File: src/rtl/psram_opi_engine_pkg.sv
// Shared constants and types for the OPI PSRAM transaction engine and its SCK generator.
package psram_opi_engine_pkg;

    localparam int PSCR_W    = 8;
    localparam int CMD_BEATS = 2;
    // Beat index width: the longest phase is a 2*255-beat latency wait.
    localparam int IDX_W     = 9;

    localparam logic [1:0] CRM_OPI = 2'b10;

    typedef enum logic [2:0] {
        ST_IDLE,
        ST_CMD,
        ST_ADDR,
        ST_WAIT,
        ST_DATA,
        ST_END
    } state_t;

    typedef enum logic [1:0] {
        XFER_RD,
        XFER_WR,
        XFER_CFG
    } xfer_t;

endpackage

File: src/rtl/psram_sck_gen.sv
// Prescaled SCK generator: toggles SCK each time the down-counter expires and strobes tick_o.
module psram_sck_gen
    import psram_opi_engine_pkg::*;
#(
    parameter int PSCR_WIDTH = PSCR_W
) (
    input  logic                  clk_i,
    input  logic                  rst_i,
    input  logic                  run_i,
    input  logic                  clear_i,
    input  logic [PSCR_WIDTH-1:0] pscr_i,
    output logic                  sck_o,
    output logic                  tick_o
);

    logic [PSCR_WIDTH-1:0] cnt_q;

    assign tick_o = run_i && (cnt_q == '0);

    // NOTE: sequential state uses <= so every register sees the pre-edge values of the others.
    always_ff @(posedge clk_i) begin
        if (rst_i) begin
            cnt_q <= '0;
            sck_o <= 1'b0;
        end else if (clear_i) begin
            cnt_q <= pscr_i;
            sck_o <= 1'b0;
        end else if (tick_o) begin
            cnt_q <= pscr_i;
            sck_o <= ~sck_o;
        end else if (run_i) begin
            cnt_q <= cnt_q - 1'b1;
        end
    end

endmodule

File: src/rtl/psram_opi_engine.sv
// OPI PSRAM transaction engine: sequences CMD/ADDR/WAIT/DATA beats in DDR mode, one byte per SCK edge.
module psram_opi_engine
    import psram_opi_engine_pkg::*;
#(
    parameter int MAX_BYTES  = 4,
    parameter int PSCR_WIDTH = PSCR_W,
    parameter int ADDR_WIDTH = 32,
    parameter int LEN_WIDTH  = $clog2(MAX_BYTES + 1)
) (
    input  logic                   clk_i,
    input  logic                   rst_i,
    input  logic                   en_i,
    input  logic                   req_valid_i,
    output logic                   req_ready_o,
    input  logic                   req_wr_i,
    input  logic                   req_cfg_i,
    input  logic [ADDR_WIDTH-1:0]  req_addr_i,
    input  logic [LEN_WIDTH-1:0]   req_len_i,
    input  logic [8*MAX_BYTES-1:0] req_wdata_i,
    input  logic [PSCR_WIDTH-1:0]  pscr_i,
    input  logic [7:0]             wr_cmd_i,
    input  logic [7:0]             rd_cmd_i,
    input  logic [7:0]             cfg_cmd_i,
    input  logic [7:0]             wrw_i,
    input  logic [7:0]             rdw_i,
    output logic [1:0]             crm_o,
    output logic                   busy_o,
    output logic                   done_o,
    output logic [8*MAX_BYTES-1:0] rdata_o,
    output logic                   psram_sck_o,
    output logic                   psram_ce_o,
    output logic [7:0]             psram_io_en_o,
    input  logic [7:0]             psram_io_in_i,
    output logic [7:0]             psram_io_out_o
);

    localparam int ADDR_BEATS = ADDR_WIDTH / 8;

    state_t                 state_q, state_d;
    logic [IDX_W-1:0]       idx_q, idx_d, last_idx;
    logic                   accept, active, sck_tick, beat_last, final_edge, capture;

    xfer_t                  kind_q, req_kind;
    logic [ADDR_WIDTH-1:0]  addr_q;
    logic [8*MAX_BYTES-1:0] wdata_q;
    logic [PSCR_WIDTH-1:0]  pscr_q;
    logic [7:0]             cmd_q, req_cmd;
    logic [IDX_W-1:0]       wait_q, req_wait;
    logic [LEN_WIDTH-1:0]   dlen_q, req_dlen;
    logic                   pad_q, req_pad;
    logic [7:0]             io_en_d, io_out_d;

    assign crm_o       = CRM_OPI;
    assign busy_o      = (state_q != ST_IDLE);
    assign req_ready_o = (state_q == ST_IDLE) && en_i;
    assign accept      = req_valid_i && req_ready_o;
    assign active      = state_q inside {ST_CMD, ST_ADDR, ST_WAIT, ST_DATA};

    psram_sck_gen #(
        .PSCR_WIDTH (PSCR_WIDTH)
    ) u_sck_gen (
        .clk_i   (clk_i),
        .rst_i   (rst_i),
        .run_i   (active),
        .clear_i (accept),
        .pscr_i  (accept ? pscr_i : pscr_q),
        .sck_o   (psram_sck_o),
        .tick_o  (sck_tick)
    );

    // Decode the incoming request; only used on the accept cycle.
    // NOTE: every variable driven here gets a default first, so no latch can be inferred.
    always_comb begin
        req_kind = XFER_RD;
        req_cmd  = rd_cmd_i;
        req_wait = IDX_W'({rdw_i, 1'b0});
        req_dlen = req_len_i;
        if (req_cfg_i) begin
            req_kind = XFER_CFG;
            req_cmd  = cfg_cmd_i;
            req_wait = '0;
        end else if (req_wr_i) begin
            req_kind = XFER_WR;
            req_cmd  = wr_cmd_i;
            req_wait = IDX_W'({wrw_i, 1'b0});
        end
        if (req_cfg_i || (req_len_i == '0)) begin
            req_dlen = LEN_WIDTH'(1);
        end else if (req_len_i > LEN_WIDTH'(MAX_BYTES)) begin
            req_dlen = LEN_WIDTH'(MAX_BYTES);
        end
        // CMD and WAIT are always even, so parity comes from ADDR plus DATA.
        req_pad = 1'(ADDR_BEATS % 2) ^ req_dlen[0];
    end

    always_comb begin
        last_idx = '0;
        case (state_q)
            ST_CMD:  last_idx = IDX_W'(CMD_BEATS - 1);
            ST_ADDR: last_idx = IDX_W'(ADDR_BEATS - 1);
            ST_WAIT: last_idx = wait_q - 1'b1;
            ST_DATA: last_idx = IDX_W'(dlen_q) + IDX_W'(pad_q) - 1'b1;
            default: last_idx = '0;
        endcase
    end

    assign beat_last  = (idx_q == last_idx);
    assign final_edge = (state_q == ST_DATA) && sck_tick && beat_last;
    assign capture    = (state_q == ST_DATA) && sck_tick && (kind_q == XFER_RD)
                        && (idx_q < IDX_W'(dlen_q));

    always_comb begin
        state_d = state_q;
        idx_d   = idx_q;
        case (state_q)
            ST_IDLE: begin
                if (accept) begin
                    state_d = ST_CMD;
                    idx_d   = '0;
                end
            end
            ST_END: state_d = ST_IDLE;
            default: begin
                if (sck_tick) begin
                    if (beat_last) begin
                        idx_d = '0;
                        case (state_q)
                            ST_CMD:  state_d = ST_ADDR;
                            ST_ADDR: state_d = (wait_q != '0) ? ST_WAIT : ST_DATA;
                            ST_WAIT: state_d = ST_DATA;
                            default: state_d = ST_END;
                        endcase
                    end else begin
                        idx_d = idx_q + 1'b1;
                    end
                end
            end
        endcase
    end

    // Pad drive for the beat that will be current next cycle; beat 0 comes straight from the request.
    always_comb begin
        io_en_d  = 8'h00;
        io_out_d = 8'h00;
        if (accept) begin
            io_en_d  = 8'hFF;
            io_out_d = req_cmd;
        end else begin
            case (state_d)
                ST_CMD: begin
                    io_en_d  = 8'hFF;
                    io_out_d = cmd_q;
                end
                ST_ADDR: begin
                    io_en_d  = 8'hFF;
                    io_out_d = 8'(addr_q >> (8 * (ADDR_BEATS - 1 - int'(idx_d))));
                end
                ST_WAIT: begin
                    io_en_d = (kind_q == XFER_RD) ? 8'h00 : 8'hFF;
                end
                ST_DATA: begin
                    if (idx_d < IDX_W'(dlen_q)) begin
                        if (kind_q != XFER_RD) begin
                            io_en_d  = 8'hFF;
                            io_out_d = 8'(wdata_q >> (8 * int'(idx_d)));
                        end
                    end else begin
                        io_en_d = 8'hFF;
                    end
                end
                default: ;
            endcase
        end
    end

    always_ff @(posedge clk_i) begin
        if (rst_i) begin
            state_q        <= ST_IDLE;
            idx_q          <= '0;
            psram_ce_o     <= 1'b1;
            psram_io_en_o  <= 8'h00;
            psram_io_out_o <= 8'h00;
            done_o         <= 1'b0;
            rdata_o        <= '0;
        end else begin
            state_q        <= state_d;
            idx_q          <= idx_d;
            psram_ce_o     <= !(state_d inside {ST_CMD, ST_ADDR, ST_WAIT, ST_DATA});
            psram_io_en_o  <= io_en_d;
            psram_io_out_o <= io_out_d;
            done_o         <= final_edge;
            if (accept) begin
                rdata_o <= '0;
            end else if (capture) begin
                for (int k = 0; k < MAX_BYTES; k++) begin
                    if (idx_q == IDX_W'(k)) rdata_o[8*k +: 8] <= psram_io_in_i;
                end
            end
        end
    end

    // Request shadow registers are only read after an accept has loaded them, so they need no reset.
    always_ff @(posedge clk_i) begin
        if (accept) begin
            kind_q  <= req_kind;
            addr_q  <= req_addr_i;
            wdata_q <= req_wdata_i;
            pscr_q  <= pscr_i;
            cmd_q   <= req_cmd;
            wait_q  <= req_wait;
            dlen_q  <= req_dlen;
            pad_q   <= req_pad;
        end
    end

endmodule
File: config.mk
export PLATFORM = sky130hd
export DESIGN_NAME = psram_opi_engine
export DESIGN_NICKNAME = d
export VERILOG_FILES = /design/src/rtl/psram_opi_engine_pkg.sv /design/src/rtl/psram_sck_gen.sv /design/src/rtl/psram_opi_engine.sv
export SDC_FILE = /design/constraint.sdc
export NUM_CORES = 1
export LEC_CHECK = 0
export CAP_MARGIN = 10
export CORE_MARGIN = 3
export CORE_UTILIZATION = 30
export DETAILED_ROUTE_END_ITERATION = 16
export PLACE_DENSITY = 0.52
export SETUP_SLACK_MARGIN = 0.15
export SYNTH_ARGS = -nofsm -noshare
export SYNTH_HDL_FRONTEND = slang
export SYNTH_SLANG_ARGS = --single-unit
File: constraint.sdc
create_clock -name clk_i -period 9.45 [get_ports clk_i]
set_input_delay 1.89 -clock clk_i [delete_from_list [all_inputs] [get_ports clk_i]]
set_output_delay 1.89 -clock clk_i [all_outputs]
set_load 0.03 [all_outputs]
# Word level (Yosys, flattened, before mapping)
# Cells that the tools add are included.
# classes
mux	29
order_cmp	3
n_shift	2
eq_ne	13
reduce_logical	27
n_addsub	6
bitwise_logic	1
# ops
operator	count
$mux 8	13
$pmux 8 s3	2
$mux 9	4
$pmux 9 s4	1
$shr 32x12->8	1
$shr 32x32->8	1
$eq 9x2->1 const B	2
$lt 9x3->1	2
$pmux 9 s2	1
$mux 3	5
$eq 3x2->1 const B	4
$sub 2x9->10 const A	1
$add 9x1->9 const B	1
$eq 3x3->1 const B	3
$eq 9x1->1 const B	1
$eq 9x9->1	1
$logic_not 9->1	1
$pmux 3 s3	1
$reduce_bool 9->1	1
$sub 9x1->9 const B	1
$logic_not 8->1	1
$reduce_and 2->1	4
$reduce_bool 4->1	2
$sub 8x1->8 const B	1
15 further kinds	26
# word_totals
input_bits	129
ff_bits	165
out_inout_bits	55

# Longest topological paths before layout
# depth
depth_word	12
depth_mapped	19

# By module
# From an unflattened synthesis, not the netlist that was laid out.
# hier_totals
hier_cells	685
hier_area_um2	7452.1
# by_module_without_submodules
mod	cells_per_inst	seq_area_each_um2	area_each_um2	instances
psram_opi_engine	612	3813.7	6812.8	1
psram_sck_gen	73	180.2	639.4	1

# Least setup slack after synthesis
# Ideal clock, no wire load.
# synth_timing
path_kind	input port to flip-flop
startpoint	in en_i
endpoint	reg psram_io_out_o[6]
setup_time_ps	70
cell_stages	10
t_arrival_ps	6395
path_slack_ps	2985
n_path_buf	2
required_ps	9380
cell_sequence	and2_1 -> nand2_1 -> inv_1 -> clkbuf_1 -> clkbuf_1 -> or3_1 -> ha_1 -> nor4b_4 -> a22oi_1 -> o21ai_1
# synth_via
elab_chain_len	9
elab_cells_between_ends	17
classes_between	1 x add/sub; 1 x order compare; 3 x eq/ne; 2 x shift; 8 x mux; 2 x reduce/logical
# synth_rtl
element	line	source
start: declaration	psram_opi_engine.sv:12	input logic en_i,
$logic_and 1x1->1 *	psram_opi_engine.sv:55	assign req_ready_o = (state_q == ST_IDLE) && en_i;
$logic_and 1x1->1 *	psram_opi_engine.sv:56	assign accept = req_valid_i && req_ready_o;
named net accept	psram_opi_engine.sv:41	logic accept, active, sck_tick, beat_last, final_edge, capture;
parallel branches: the longest is 6 deep, another holds $sub 2x9->10	n/a	
$mux 8 *	psram_opi_engine.sv:145	if (accept) begin
end signal: assignment	psram_opi_engine.sv:190	psram_io_out_o <= io_out_d;
end: declaration	psram_opi_engine.sv:34	output logic [7:0] psram_io_out_o
# Mark *: on every way through the listed nets, which the timed path passes.
# A chain may end at the register's enable or synchronous reset.

# Worst setup path in the final report
# layout_timing
startpoint	in en_i
endpoint	reg psram_io_out_o[1]
# layout_via
elab_chain_len	9
elab_cells_between_ends	17
classes_between	1 x add/sub; 1 x order compare; 3 x eq/ne; 2 x shift; 8 x mux; 2 x reduce/logical
# layout_rtl
element	line
$logic_and 1x1->1 *	psram_opi_engine.sv:55
$logic_and 1x1->1 *	psram_opi_engine.sv:56
parallel branches: the longest is 6 deep, another holds $sub 2x9->10	n/a
$mux 8 *	psram_opi_engine.sv:145
# Mark *: on every way between the ends.

==> impl_metrics.json <==
{
  "synth-edff-count": 85,
  "cp-end-kind": "flip-flop",
  "nets": 956,
  "htree_num_levels": 4,
  "vias": 5516,
  "syn_area_sq_um": 7350,
  "die_y_microns": 162,
  "synth.yosys.warnings": 0,
  "drtIter0Drc": 322,
  "synthMuxAreaShare_pct": 13.2,
  "wire_per_inst_microns": 16.8,
  "die_w_microns": 162,
  "hpwlAfterDp_mm": 14.5,
  "worstSetupPathType": "in2reg",
  "cts_root_buffer": "clkbuf_16",
  "period_minus_slack_ns": 6.15,
  "ctsResizeCount": 0,
  "synth_top_family_by_area": "simple AND/OR/NAND/NOR gates",
  "postCtsHoldBufs": 0,
  "yosys.area_share.simple_pct": 13.4,
  "yosys.area.top_type": "edfxtp_1",
  "synth_xor_area_share_pct": 2.59,
  "cp.arrival_ns": 6.50,
  "ys.flop_type": "edfxtp_1",
  "grt_max_degree": 56,
  "cp-start-kind": "input pin",
  "ant_nets": 0,
  "regArea_sq_um": 3990,
  "r2r_slack_ns": 4.14,
  "n_fill_cell": 2225,
  "drtPass1Iterations": 4,
  "fp-row-count": 56,
  "antenna_found_initial": 0,
  "drive_gt1_share_pct": 6.42,
  "status": "complete, no violations",
  "vias_per_cell": 4.82,
  "post-place-ws_ns": 2.78,
  "drv_slew": 0,
  "cap_violations": 0,
  "area_growth_pct": 35.7,
  "grt_overflow": 0,
  "p_leak_nw": 3.66,
  "clock-sinks": 157,
  "ff2ff_path_depth": 12,
  "yosysSeqAreaShare_pct": 54.4,
  "finClkSkew_ns": 0.0121,
  "yosys.area.top_type_share_pct": 34.7,
  "remaining_drc_errors": 0,
  "async_reset_ff_share_pct": 0,
  "required_ns": 9.80,
  "synthAdderAreaFrac_pct": 2.38,
  "syn_nets": 799,
  "grt_pass1_wl_mm": 30.0,
  "dieArea_sq_um": 26400,
  "cts_setup_buffers": 0,
  "synth_cell_types": 73,
  "fin_crit_sh_pct": 65.1,
  "clock_latency_ns": 0.43,
  "globalplace.congestion": 0.839,
  "ir_drop_uv": 76.2,
  "path_clk_slew_ns": 0.07,
  "cts_inserted_buffers": 17,
  "final-setup-viol-count": 0,
  "worst-slew-pin-transition_ns": 1.14,
  "ioPinCount": 184,
  "rsz0062_at_grt": "false",
  "clockBufferDepth": 2,
  "hold_class": "reg2reg",
  "hold_viol": 0,
  "final.setup.worst_slack_ns": 3.30,
  "fmax_mhz": 163,
  "coreArea_sq_um": 23800,
  "port_buffers": 181,
  "routed_wl_mm": 19.3,
  "start_util_pct": 30.9,
  "powerDensity_nw_per_um2": 168,
  "synth-seq-cells": 157,
  "slew_headroom_pct": 23.7,
  "hold_path_depth": 2,
  "diodes": 0,
  "synth_area_leaders": "edfxtp_1 (35%), dfxtp_1 (20%), mux2i_1 (13%)",
  "cts_tree": "done",
  "avgSynthCellArea_sq_um": 11.2,
  "synth_cells": 656,
  "multi_input_area_sq_um": 3070,
  "cp_max_fo": 55,
  "synth_compound_area_share_pct": 9.86,
  "tns_ns": 0,
  "grt_usage_pct": 14.6,
  "grt_pass1_vias": 5565
}
[cell families after synthesis]
kind of cell	after synthesis
and+or+nand+nor	200
xor gates and xnor gates	20
AOI/OAI and AO/OA	104
adders and majority gates	14
other	2
buffers and inverters	62
DFF	157
muxes	97
[cells in the final DEF (no fill, tap or decap), types with 16 or more instances in the layout]
| cell type | instances |
|---|---|
| nor3_1 | 16 |
| mux2i_1 | 97 |
| edfxtp_1 | 85 |
| a21oi_1 | 16 |
| clkbuf_16 | 17 |
| a22oi_1 | 16 |
| nand2_1 | 57 |
| dfxtp_1 | 72 |
| nor2_1 | 70 |
| clkdlybuf4s50_1 | 181 |
| o21ai_0 | 21 |
[stage by stage]
step	std cells	hold WS, ns	area, sq um	total power [mW]	utilization (%)
floorplan	656	0.414	7350	0.896	-
global route	1145	0.464	9970	1.74	42.0
CTS	1145	0.446	9970	1.69	42.0
global placement	1113	0.428	9360	0.992	39.4
finish	1145	0.442	9970	1.67	42.0
detailed placement	1113	0.435	9360	0.996	39.4
[report_power, final]
part / switching (mW) / internal [mW] / leakage (nW)
clock: 0.333 / 0.361 / 0.290
combinational: 0.106 / 0.101 / 1.99
sequential: 0.0175 / 0.754 / 1.38
[path summary, 6_finish.rpt]
kind / from / end
min: pscr_q[4] / pscr_q[4]
max reg2reg: state_q[2] / psram_io_out_o[1]
min reg2reg: pscr_q[4] / pscr_q[4]
max: en_i / psram_io_out_o[1]
[cell usage after synthesis (8+ instances only)]
| cell type | count |
|---|---|
| nor4_1 | 8 |
| buf_4 | 11 |
| a21oi_1 | 16 |
| o21ai_0 | 21 |
| dfxtp_1 | 72 |
| a22oi_1 | 16 |
| nand2_1 | 57 |
| nor2b_1 | 10 |
| o21ai_1 | 11 |
| inv_1 | 15 |
| nor3_1 | 16 |
| ha_1 | 14 |
| edfxtp_1 | 85 |
| xor2_1 | 8 |
| mux2i_1 | 97 |
| xnor2_1 | 11 |
| nor2_1 | 70 |
| clkbuf_1 | 21 |
[worst max-delay path, cell delays in order]
cell             delay, ns
clkdlybuf4s50_1       0.43
and2_1                0.18
nand2_1               0.61
clkinv_2              0.96
nor2_1                0.43
o2bb2ai_2             0.54
ha_1                  0.40
o21a_1                0.10
o21ai_0               0.21
and4_1                0.42
a22oi_1               0.15
o21ai_1               0.15
[sequential cells by signal, indices dropped and copies added (netlist names), 2 cells and up]
name	count
state_q	3
pscr_q	8
rdata_o	32
dlen_q	3
kind_q	2
addr_q	32
wait_q	8
psram_io_out_o	8
cmd_q	8
wdata_q	32
idx_q	9
u_sck_gen.cnt_q	8
[layout make-up]
| class | instances | area share (%) |
|---|---|---|
| Clock buffer | 17 | 4.27 |
| Clock inverter | 15 | 1.82 |
| Inverter | 16 | 0.615 |
| Tap cell | 319 | 4.00 |
| Timing Repair Buffer | 184 | 18.4 |
| Multi-Input combinational cell | 437 | 30.8 |
| Sequential cell | 157 | 40.1 |
[layer usage]
metal  wire length, microns  global-route usage (%)  part of all wire (%)  vias to the layer above
met5                      0                       0                     0                        -
li1                       -                       -                     -                     2691
met4                    357                    4.81                   1.9                        0
met1                   8740                    19.2                    45                     2599
met2                   8900                    23.2                    46                      203
met3                   1280                    3.99                   6.7                       23
(Power assumes the default switching activity.)
